===== src/rtl/vga_timing_ctrl.sv =====
// Raster timing generator for the 640x480@60 display path: counters, position
// outputs, a sync/DE delay line matched to the pixel generator, and the output register.
module vga_timing_ctrl #(
  parameter int H_ACTIVE    = 640,
  parameter int H_FP        = 16,
  parameter int H_SYNC      = 96,
  parameter int H_BP        = 48,
  parameter int V_ACTIVE    = 480,
  parameter int V_FP        = 10,
  parameter int V_SYNC      = 2,
  parameter int V_BP        = 33,
  parameter bit SYNC_POL    = 1'b0,
  parameter int PIC_LATENCY = 1
) (
  input  logic        vga_clk,
  input  logic        rst_n,
  input  logic [23:0] pos_data,
  output logic [9:0]  pos_x,
  output logic [9:0]  pos_y,
  output logic        hsync,
  output logic        vsync,
  output logic [11:0] rgb,
  output logic        frame_tick
);

  localparam int H_TOT = H_ACTIVE + H_FP + H_SYNC + H_BP;
  localparam int V_TOT = V_ACTIVE + V_FP + V_SYNC + V_BP;

  localparam logic [9:0] H_LAST   = 10'(H_TOT - 1);
  localparam logic [9:0] V_LAST   = 10'(V_TOT - 1);
  localparam logic [9:0] H_ACT    = 10'(H_ACTIVE);
  localparam logic [9:0] V_ACT    = 10'(V_ACTIVE);
  localparam logic [9:0] HS_START = 10'(H_ACTIVE + H_FP);
  localparam logic [9:0] HS_END   = 10'(H_ACTIVE + H_FP + H_SYNC);
  localparam logic [9:0] VS_START = 10'(V_ACTIVE + V_FP);
  localparam logic [9:0] VS_END   = 10'(V_ACTIVE + V_FP + V_SYNC);
  localparam logic       SYNC_IDLE = ~SYNC_POL;

  logic [9:0] h_cnt;
  logic [9:0] v_cnt;
  logic       de_raw;
  logic       hs_raw;
  logic       vs_raw;
  logic [2:0] ctl_p1 [PIC_LATENCY];
  logic [2:0] ctl_d;
  logic       unused_low;

  function automatic logic [11:0] to_rgb12(input logic [3:0] r, input logic [3:0] g,
                                           input logic [3:0] b);
    return {r, g, b};
  endfunction

  // Stage p0: raster counters
  always_ff @(posedge vga_clk or negedge rst_n) begin
    if (!rst_n) begin
      h_cnt <= '0;
      v_cnt <= '0;
    end else if (h_cnt == H_LAST) begin
      h_cnt <= '0;
      v_cnt <= (v_cnt == V_LAST) ? '0 : v_cnt + 10'd1;
    end else begin
      h_cnt <= h_cnt + 10'd1;
    end
  end

  // Position is held at 0,0 while in reset so the generator sees blanking.
  assign de_raw = rst_n && (h_cnt < H_ACT) && (v_cnt < V_ACT);
  assign hs_raw = (h_cnt >= HS_START) && (h_cnt < HS_END);
  assign vs_raw = (v_cnt >= VS_START) && (v_cnt < VS_END);
  assign pos_x  = de_raw ? h_cnt : '0;
  assign pos_y  = de_raw ? v_cnt + 10'd1 : '0;

  // Stage p1: control delay line matching the generator latency
  always_ff @(posedge vga_clk or negedge rst_n) begin
    if (!rst_n) begin
      for (int i = 0; i < PIC_LATENCY; i++) ctl_p1[i] <= 3'b000;
    end else begin
      ctl_p1[0] <= {de_raw, hs_raw, vs_raw};
      for (int i = 1; i < PIC_LATENCY; i++) ctl_p1[i] <= ctl_p1[i-1];
    end
  end

  assign ctl_d      = ctl_p1[PIC_LATENCY-1];
  assign unused_low = ^{pos_data[19:16], pos_data[11:8], pos_data[3:0]};

  // Stage p2: output register; frame_tick bypasses the delay line on purpose
  always_ff @(posedge vga_clk or negedge rst_n) begin
    if (!rst_n) begin
      rgb        <= '0;
      hsync      <= SYNC_IDLE;
      vsync      <= SYNC_IDLE;
      frame_tick <= 1'b0;
    end else begin
      rgb        <= ctl_d[2] ? to_rgb12(pos_data[23:20], pos_data[15:12], pos_data[7:4])
                             : 12'h000;
      hsync      <= ctl_d[1] ^ SYNC_IDLE;
      vsync      <= ctl_d[0] ^ SYNC_IDLE;
      frame_tick <= (h_cnt == '0) && (v_cnt == V_ACT);
    end
  end

endmodule


===== config.mk =====
export PLATFORM = sky130hd
export DESIGN_NAME = vga_timing_ctrl
export DESIGN_NICKNAME = d
export VERILOG_FILES = /design/src/rtl/vga_timing_ctrl.sv
export SDC_FILE = /design/constraint.sdc
export NUM_CORES = 1
export LEC_CHECK = 0
export CORE_MARGIN = 4
export CORE_UTILIZATION = 51
export CTS_BUF_LIST = sky130_fd_sc_hd__clkbuf_4
export CTS_CLUSTER_SIZE = 8
export DETAILED_ROUTE_END_ITERATION = 10
export PLACE_DENSITY = 0.95
export SLEW_MARGIN = 20
export SYNTH_ARGS = -nofsm -noshare
export SYNTH_HDL_FRONTEND = slang
export SYNTH_SLANG_ARGS = --single-unit

===== constraint.sdc =====
create_clock -name vga_clk -period 3.25 [get_ports vga_clk]
set_input_delay 0.4875 -clock vga_clk [delete_from_list [all_inputs] [get_ports vga_clk]]
set_output_delay 0.4875 -clock vga_clk [all_outputs]
set_load 0.01 [all_outputs]

; Word level (Yosys, flattened, before mapping)
; Cells that the tools add are included.
[word_totals]
reg_bits = 38
latch_bits = 0
ram_bits = 0
rom_bits = 0
out_inout_bits = 35
elab_cells = 31
memories = 0
[op_classes]
add_sub_neg = 2
mul = 0
n_div = 0
order_cmp = 6
eq_ne = 3
shift = 0
mux = 5
bitwise = 2
n_reduce_logical = 6
[ops]
columns = cell, count
row1 = 2-to-1 mux 10 bit, 4
row2 = "adder 10 x 1 -> 10 bit, second input constant", 2
row3 = "equality test 10 bit, second input constant", 2
row4 = "less-than comparator 10 bit, second input constant", 2
row5 = "less-than comparator 10 x 9 -> 1 bit, second input constant", 2
row6 = 2-to-1 mux 12 bit, 1
row7 = "equality test 10 x 9 -> 1 bit, second input constant", 1
row8 = ">= comparator 10 bit, second input constant", 1
row9 = ">= comparator 10 x 9 -> 1 bit, second input constant", 1
row10 = zero test 10 bit, 1
row11 = logical AND 1 bit, 5
row12 = NOT 1 bit, 2

; Longest topological paths before layout
; Gate-level depths: netlist of run 1.
[logic_depth]
depth_word = 4
mapped_depth = 6

; Worst setup path before layout of run 1
; No wires, ideal clock.
[synth_path]
path_type = register -> output
startpoint = register v_cnt[0]
endpoint = output pos_y[8]
arrival_time_ns = 1.325
required_time_ns = 2.762
slack_ns = 1.437
path_stages_with_launch = 6
n_path_buf = 0
cell_sequence = dfrtp_1 > ha_1 > nand3_1 > nor3_1 > xnor2_1 > nor2_1
[synth_via]
elab_chain_cells = 3
[synth_lines]
columns = element, line
row1 = "start, declared", 40  ; logic [9:0] v_cnt;
row2 = "start signal, assigned", 60  ; v_cnt <= (v_cnt == V_LAST) ? '0 : v_cnt + 10'd1;
row3 = less-than comparator 10 x 9 -> 1 bit, 67  ; assign de_raw = rst_n && (h_cnt < H_ACT) && (v_cnt < V_ACT);
row4 = logical AND 1 bit, 67
row5 = 2-to-1 mux 10 bit *, 71  ; assign pos_y = de_raw ? v_cnt + 10'd1 : '0;
row6 = "end, declared", 19  ; output logic [9:0] pos_y,
; Mark *: on every way between the ends. The rest lies on a longest branch, timed or not.

; Worst setup path in the final report of run 1
; Same ends and word-level chain as after synthesis.

==> summary.md, run 1 <==
| Metric | Value |
|---|---|
| Setup ws final | `between 0.4 and 0.5 ns` |
| Final Max Slew Viols | `0` |
| Switch Pwr | `around 0.18 mW` |
| CTS sink count | `38` |
| Post-route ant nets | `0` |
| Fin crit share | `between 80% and 90%` |
| H-tree levels | `2` |
| Design Power | `between 0.7 and 0.8 mW` |
| Async S/R FF share, synth | `between 90% and 100%` |
| Worst path slowest cell | `clkdlybuf4s50_1` |
| Post-CTS Setup Repair Bufs | `0` |
| Reg2Reg Launch Point | `h_cnt[0]$_DFF_PN0_` |
| Routed wire length | `3720 um` |
| Vias in the first global route | `between 1k and 1.5k` |
| Initial Utilization | `54.2%` |
| YS warnings | `0` |
| Critical path data arrival time | `about 2.3 ns` |
| Via density | `approximately 5.3` |
| Crit-path cells | `ha_1 -> nand3_1 -> nor3_1 -> xnor2_1 -> nor2_1 -> clkdlybuf4s50_1` |
| Global-route wire length before repair | `about 6300 um` |
| Clock root cell | `clkbuf_4` |
| Max Used Layer | `met4` |
| GPL Wtd Cong | `0.834` |
| Tmin final | `2.83 ns` |
| Area growth syn-to-layout | `29.3%` |
| Final Util | `70.1%` |
| Clock tree buffer depth | `2` |
| Unrepaired setup endpoints after global routing | `false` |
| Hold Slack | `0.185 ns` |
| Final Hold Violating Endpoints | `0` |
| Sequential share of the synthesized area | `approximately half` |
| Post-CTS Hold Buffers | `0` |
| Number of port buffers | `47` |
| Max FO, Critical Path | `7` |
| Worst-Margin Slew | `roughly 0.90 ns` |
| Reg2Reg Depth | `5` |
| Post-synth cell types | `39` |
| Placed cell areas | `about 2300 um^2` |
| Met1 WL | `1540 um` |
| Syn nets | `approximately 210` |
| Flop pwr share | `between 60 and 70%` |
| Crit path capture type | `primary output` |
| CTS clock-pin slew for the worst setup and hold paths | `around 0.11 ns` |
| Die area | `4660 um^2` |
| Initial antenna violation count | `0` |
| Clk_lat worst skew | `0.35 ns` |
| VDD IR max | `about 170 uV` |
| Int Power | `between 0.5 and 0.6 mW` |
| Max Freq | `roughly 350 MHz` |
| Comb pwr share | `roughly 8.0%` |
| Rows | `21` |
| Met3 wire len | `312 um` |
| DRC viols | `0` |
| Switching share of power | `23.3%` |
| Critical path class | `flop to primary output` |
| Die Height | `between 60 and 70 um` |
| Global route total overflow | `0` |
| Synthesized flop and latch total | `38` |
| Fillers | `246` |
| P_leak | `1.02 nW` |
| Pre-CTS setup slack | `just over 0.8 ns` |
| Max Cap Viol | `0` |
| Tightest Hold Check Type | `input pin to async pin` |
| Pwr dens | `325 nW/um^2` |
| CTS resizes | `0` |
| Share of layout cells above drive strength 1 | `under 10%` |
| Setup TNS | `0 ns` |
| First-iteration detailed-routing DRC count | `39` |
| Worst path required time | `approximately 2.8 ns` |
| Final std cells w/o fill | `between 200 and 300` |
| Most common flop cell mapped by yosys | `dfrtp_1` |
| Status | `finished clean` |
| Largest net degree at the start of global routing | `39` |
| Top Ports | `61` |
| Core area | `about 3400 um^2` |
| Final #Nets | `between 200 and 300` |
| Post-route cell area | `about 2400 um^2` |
| Router iterations before antenna repair | `4` |
| Netlist area before placement | `between 1500 and 2000 um^2` |
| Per-cell routed wire length | `between 10 and 15 um` |
| Worst R2R Setup Slack | `between 1 and 1.5 ns` |
| Metal2 WL | `roughly 1800 um` |
| GR Util All Layers | `approximately 18%` |
| Syn Inst Count | `roughly 180` |
| Via count | `around 1.5k` |
| CP max stage delay | `roughly 0.53 ns` |
| Placed insts | `270` |
| Average size of a mapped cell | `10.2 um^2` |
| Post-synth EDFFs | `0` |
| Reg2Reg Capture Point | `v_cnt[5]$_DFFE_PN0N_` |
| Setup Viol. Count Final | `0` |
| DPL Wire Length | `around 2600 um` |
| Slew HR | `between 30% and 40%` |
| CTS tree | `built` |
| Ant diodes | `0` |
| Die X | `approximately 70 um` |
| Clock power share | `slightly below 30%` |
| Clock skew | `about 0.0099 ns` |
| CP startpoint kind | `flop` |
| Num CTS Buffers | `5` |
-- cells in the final DEF, fill, tap and decap left out, types with 3 or more instances in the layout --
| master | n |
|---|---|
| xor2_1 | 6 |
| ha_1 | 4 |
| a31oi_1 | 4 |
| nand4_1 | 3 |
| o21ai_0 | 8 |
| inv_1 | 12 |
| dfrtp_1 | 36 |
| xnor2_1 | 10 |
| nor2_1 | 19 |
| nand3_1 | 11 |
| and2_1 | 18 |
| a21oi_1 | 3 |
| nor3_1 | 4 |
| clkdlybuf4s50_1 | 46 |
| clkbuf_4 | 5 |
| nand2_1 | 10 |
-- worst max-delay path: cells and delay by family, from the launching register on --
kind                     cells  cell delay (ns)
buffers and inverters        1             0.53
AND/OR/NAND/NOR              3             0.64
flip-flops                   1             0.46
XOR/XNOR                     1             0.10
adder cells (fa/ha/maj)      1             0.26
-- synth_stat cells, drive strengths merged, types with 4 or more instances --
cell | instances | area, um^2
dfrtp | 36 | 901
and2 | 20 | 128
nor2 | 19 | 71.3
inv | 12 | 45.0
nand3 | 11 | 55.1
nand2 | 10 | 37.5
xnor2 | 10 | 87.6
o21ai | 8 | 40.0
xor2 | 6 | 52.6
nand4 | 5 | 52.6
a31oi | 4 | 25.0
clkbuf | 4 | 25.0
ha | 4 | 50.1
nor3 | 4 | 20.0
-- worst max-delay path by stage --
stage | startpoint | end
final | v_cnt[0]$_DFFE_PN0N_ | pos_y[8]
after global routing | v_cnt[0]$_DFFE_PN0N_ | pos_y[8]
after CTS | v_cnt[0]$_DFFE_PN0N_ | pos_y[8]
after detailed placement | v_cnt[0]$_DFFE_PN0N_ | pos_y[8]
after global placement | v_cnt[0]$_DFFE_PN0N_ | pos_y[8]
after floorplan | v_cnt[0]$_DFFE_PN0N_ | pos_y[8]
-- sequential cells by signal, summed over array words and instances (netlist names) --
name	count
rgb	12
h_cnt	10
v_cnt	10
ctl_d	3
frame_tick	1
hsync	1
vsync	1
-- layout make-up --
cell class,instances,area [um^2],share of cell area (%)
Timing Repair Buffer,49,480,20.1
Sequential cell,38,953,39.8
Inverter,12,45.0,1.88
Multi-Input combinational cell,125,806,33.6
Tap cell,46,57.6,2.40
Clock inverter,3,16.3,0.679
Clock buffer,5,37.5,1.57
-- metal layers --
metal / vias up / GRT usage (%)
li1: 708 / -
met3: 9 / 3.61
met1: 692 / 22.5
met4: 0 / 8.93
met2: 57 / 30.9
met5: - / 0
-- power by group through the flow --
stage | combinational, mW | clock (mW) | sequential, mW
2_1_floorplan | 0.0133 | 0 | 0.497
3_3_place_gp | 0.0629 | 0 | 0.493
3_5_place_dp | 0.0637 | 0 | 0.493
4_1_cts | 0.0640 | 0.238 | 0.484
5_1_grt | 0.0696 | 0.253 | 0.485
6_report | 0.0625 | 0.232 | 0.484
-- kinds of logic after synthesis --
family                   synth area share (%)
AO/OA/AOI/OAI                            6.08
XOR/XNOR                                 7.56
adder cells (fa/ha/maj)                  2.70
buffers and inverters                    5.06
flip-flops                               51.5
other                                   0.202
AND/OR/NAND/NOR                          26.9
Power figures use the tool's default switching activity.
==> run 2, diff against run 1 <==
--- a/config.mk
+++ b/config.mk
@@ -10,7 +10,7 @@
 export CTS_BUF_LIST = sky130_fd_sc_hd__clkbuf_4
 export CTS_CLUSTER_SIZE = 8
 export DETAILED_ROUTE_END_ITERATION = 10
-export PLACE_DENSITY = 0.95
+export PLACE_DENSITY = 0.93
 export SLEW_MARGIN = 20
 export SYNTH_ARGS = -nofsm -noshare
 export SYNTH_HDL_FRONTEND = slang
==> run 2 against run 1 <==
Routed wire length increased by 2.7%. Cell count is 0.36% higher. Sequential share of layout area shrank 0.89 points. Clock skew fell by 0.0041 ns. Maximum frequency about the same. Largest power group unchanged.
==> summary.md, run 2 (synthesized netlist as in run 1, its figures left out) <==
| Metric | Value |
|---|---|
| Max FFs per register | `12` |
| VDD IR max | `approximately 200 uV` |
| Rows | `21` |
| Max FO, Critical Path | `7` |
| Post-CTS Setup Repair Bufs | `0` |
| Post-CTS Hold Buffers | `0` |
| Via count | `around 1.5k` |
| Commonest non-fill, non-tap cells in the layout | `clkdlybuf4s50_1, dfrtp_1, nor2_1` |
| Clock skew | `slightly below 0.006 ns` |
| Reg with most FFs | `rgb` |
| Largest net degree at the start of global routing | `39` |
| DPL Wire Length | `2630 um` |
| Pwr dens | `about 380 nW/um^2` |
| Via density | `roughly 5.2` |
| Worst path required time | `around 2.8 ns` |
| Global-route wire length before repair | `between 6000 and 7000 um` |
| Core area | `~3400 um^2` |
| Initial Utilization | `about 54%` |
| Max Cap Viol | `0` |
| Ant diodes | `0` |
| Post-route ant nets | `0` |
| Crit path capture type | `primary output` |
| DRC viols | `0` |
| Top Ports | `roughly 60` |
| Hold Slack | `~0.18 ns` |
| Final Hold Violating Endpoints | `0` |
| Tmin final | `2.83 ns` |
| Setup Viol. Count Final | `0` |
| Switch Pwr | `0.187 mW` |
| CTS sink count | `38` |
| Critical path data arrival time | `between 2 and 2.5 ns` |
| Clock power share | `a little over two fifths` |
| H-tree levels | `2` |
| Area growth syn-to-layout | `32.3%` |
| Die X | `slightly below 70 um` |
| Num CTS Buffers | `5` |
| Comb pwr share | `about 6.6%` |
| Fin crit share | `86.9%` |
| Die Height | `68.3 um` |
| Status | `finished clean` |
| Max Freq | `between 300 and 400 MHz` |
| CTS clock-pin slew for the worst setup and hold paths | `~0.11 ns` |
| CP startpoint kind | `flop` |
| Per-cell routed wire length | `13.7 um` |
| Die area | `4660 um^2` |
| Clock tree buffer depth | `2` |
| Final Util | `roughly 72%` |
| CTS resizes | `0` |
| Router iterations before antenna repair | `4` |
| Largest registers | `rgb (12), h_cnt (10), v_cnt (10)` |
| Number of port buffers | `47` |
| Critical path class | `flop to primary output` |
| Switching share of power | `approximately 20%` |
| GR Util All Layers | `around 18%` |
| Setup TNS | `0 ns` |
| Unrepaired setup endpoints after global routing | `false` |
| Share of layout cells above drive strength 1 | `8.15%` |
| Most common cell after layout, fill and taps aside | `clkdlybuf4s50_1` |
| CTS tree | `built` |
| Final #Nets | `about 260` |
| Clock root cell | `clkbuf_4` |
| Flop pwr share | `slightly above 50%` |
| Global route total overflow | `0` |
| GPL Wtd Cong | `between 0.8 and 0.9` |
| P_leak | `about 1.1 nW` |
| First-iteration detailed-routing DRC count | `88` |
| Clk_lat worst skew | `around 0.35 ns` |
| Vias in the first global route | `roughly 1.4k` |
| Initial antenna violation count | `0` |
| Final Max Slew Viols | `0` |
| Routed wire length | `3820 um` |
| Int Power | `approximately 0.75 mW` |
| Tightest Hold Check Type | `input pin to async pin` |
-- run 2: worst max-delay path, stage by stage (launching register included) --
cell and delay, ns:
dfrtp_1 0.46, ha_1 0.26, nand3_1 0.21, nor3_1 0.32, xnor2_1 0.10, nor2_1 0.09
clkdlybuf4s50_1 0.54
-- run 2: final timing paths --
path | cells after the start | to | slack [ns] | start
max | 6 | pos_y[8] | 0.42 | v_cnt[0]$_DFFE_PN0N_
min | 2 | v_cnt[5]$_DFFE_PN0N_ | 0.18 | rst_n
max reg2reg | 6 | v_cnt[5]$_DFFE_PN0N_ | 1.25 | h_cnt[0]$_DFF_PN0_
min reg2reg | 1 | vsync$_DFF_PN1_ | 0.36 | ctl_d[0]$_DFF_PN0_
max in group asynchronous | 2 | vsync$_DFF_PN1_ | 2.74 | rst_n
min in group vga_clk | 1 | vsync$_DFF_PN1_ | 0.36 | ctl_d[0]$_DFF_PN0_
-- run 2: area by class of cell --
type,instances,area (um^2)
timing repair buffer,50,488
clock inverter,3,63.8
sequential,38,953
clock buffer,5,37.5
fill,236,965
tap,46,57.6
inverter,12,45.0
multi-input combinational,125,806
-- run 2: stage by stage --
step | power, mW | area (um^2) | cells | worst slack (ns)
6_report | 0.941 | 2450 | 279 | 0.425
5_1_grt | 0.978 | 2450 | 279 | 0.271
4_1_cts | 0.948 | 2450 | 279 | 0.392
3_5_place_dp | 0.556 | 2350 | 271 | 0.827
3_3_place_gp | 0.555 | 2350 | 271 | 0.858
2_1_floorplan | 0.510 | 1850 | 182 | 1.44
-- run 2: metal layers --
metal / track usage, % / routed length [um]
met2: 28.3 / 1860
met5: 0 / 0
met4: 8.93 / 80
met1: 24.0 / 1600
met3: 4.93 / 280
-- run 2: power groups by stage --
stage | clock [mW] | sequential (mW) | combinational (mW)
after floorplan | 0 | 0.497 | 0.0133
after global placement | 0 | 0.493 | 0.0624
after detailed placement | 0 | 0.493 | 0.0631
after CTS | 0.401 | 0.484 | 0.0635
after global routing | 0.425 | 0.485 | 0.0684
final | 0.395 | 0.484 | 0.0620
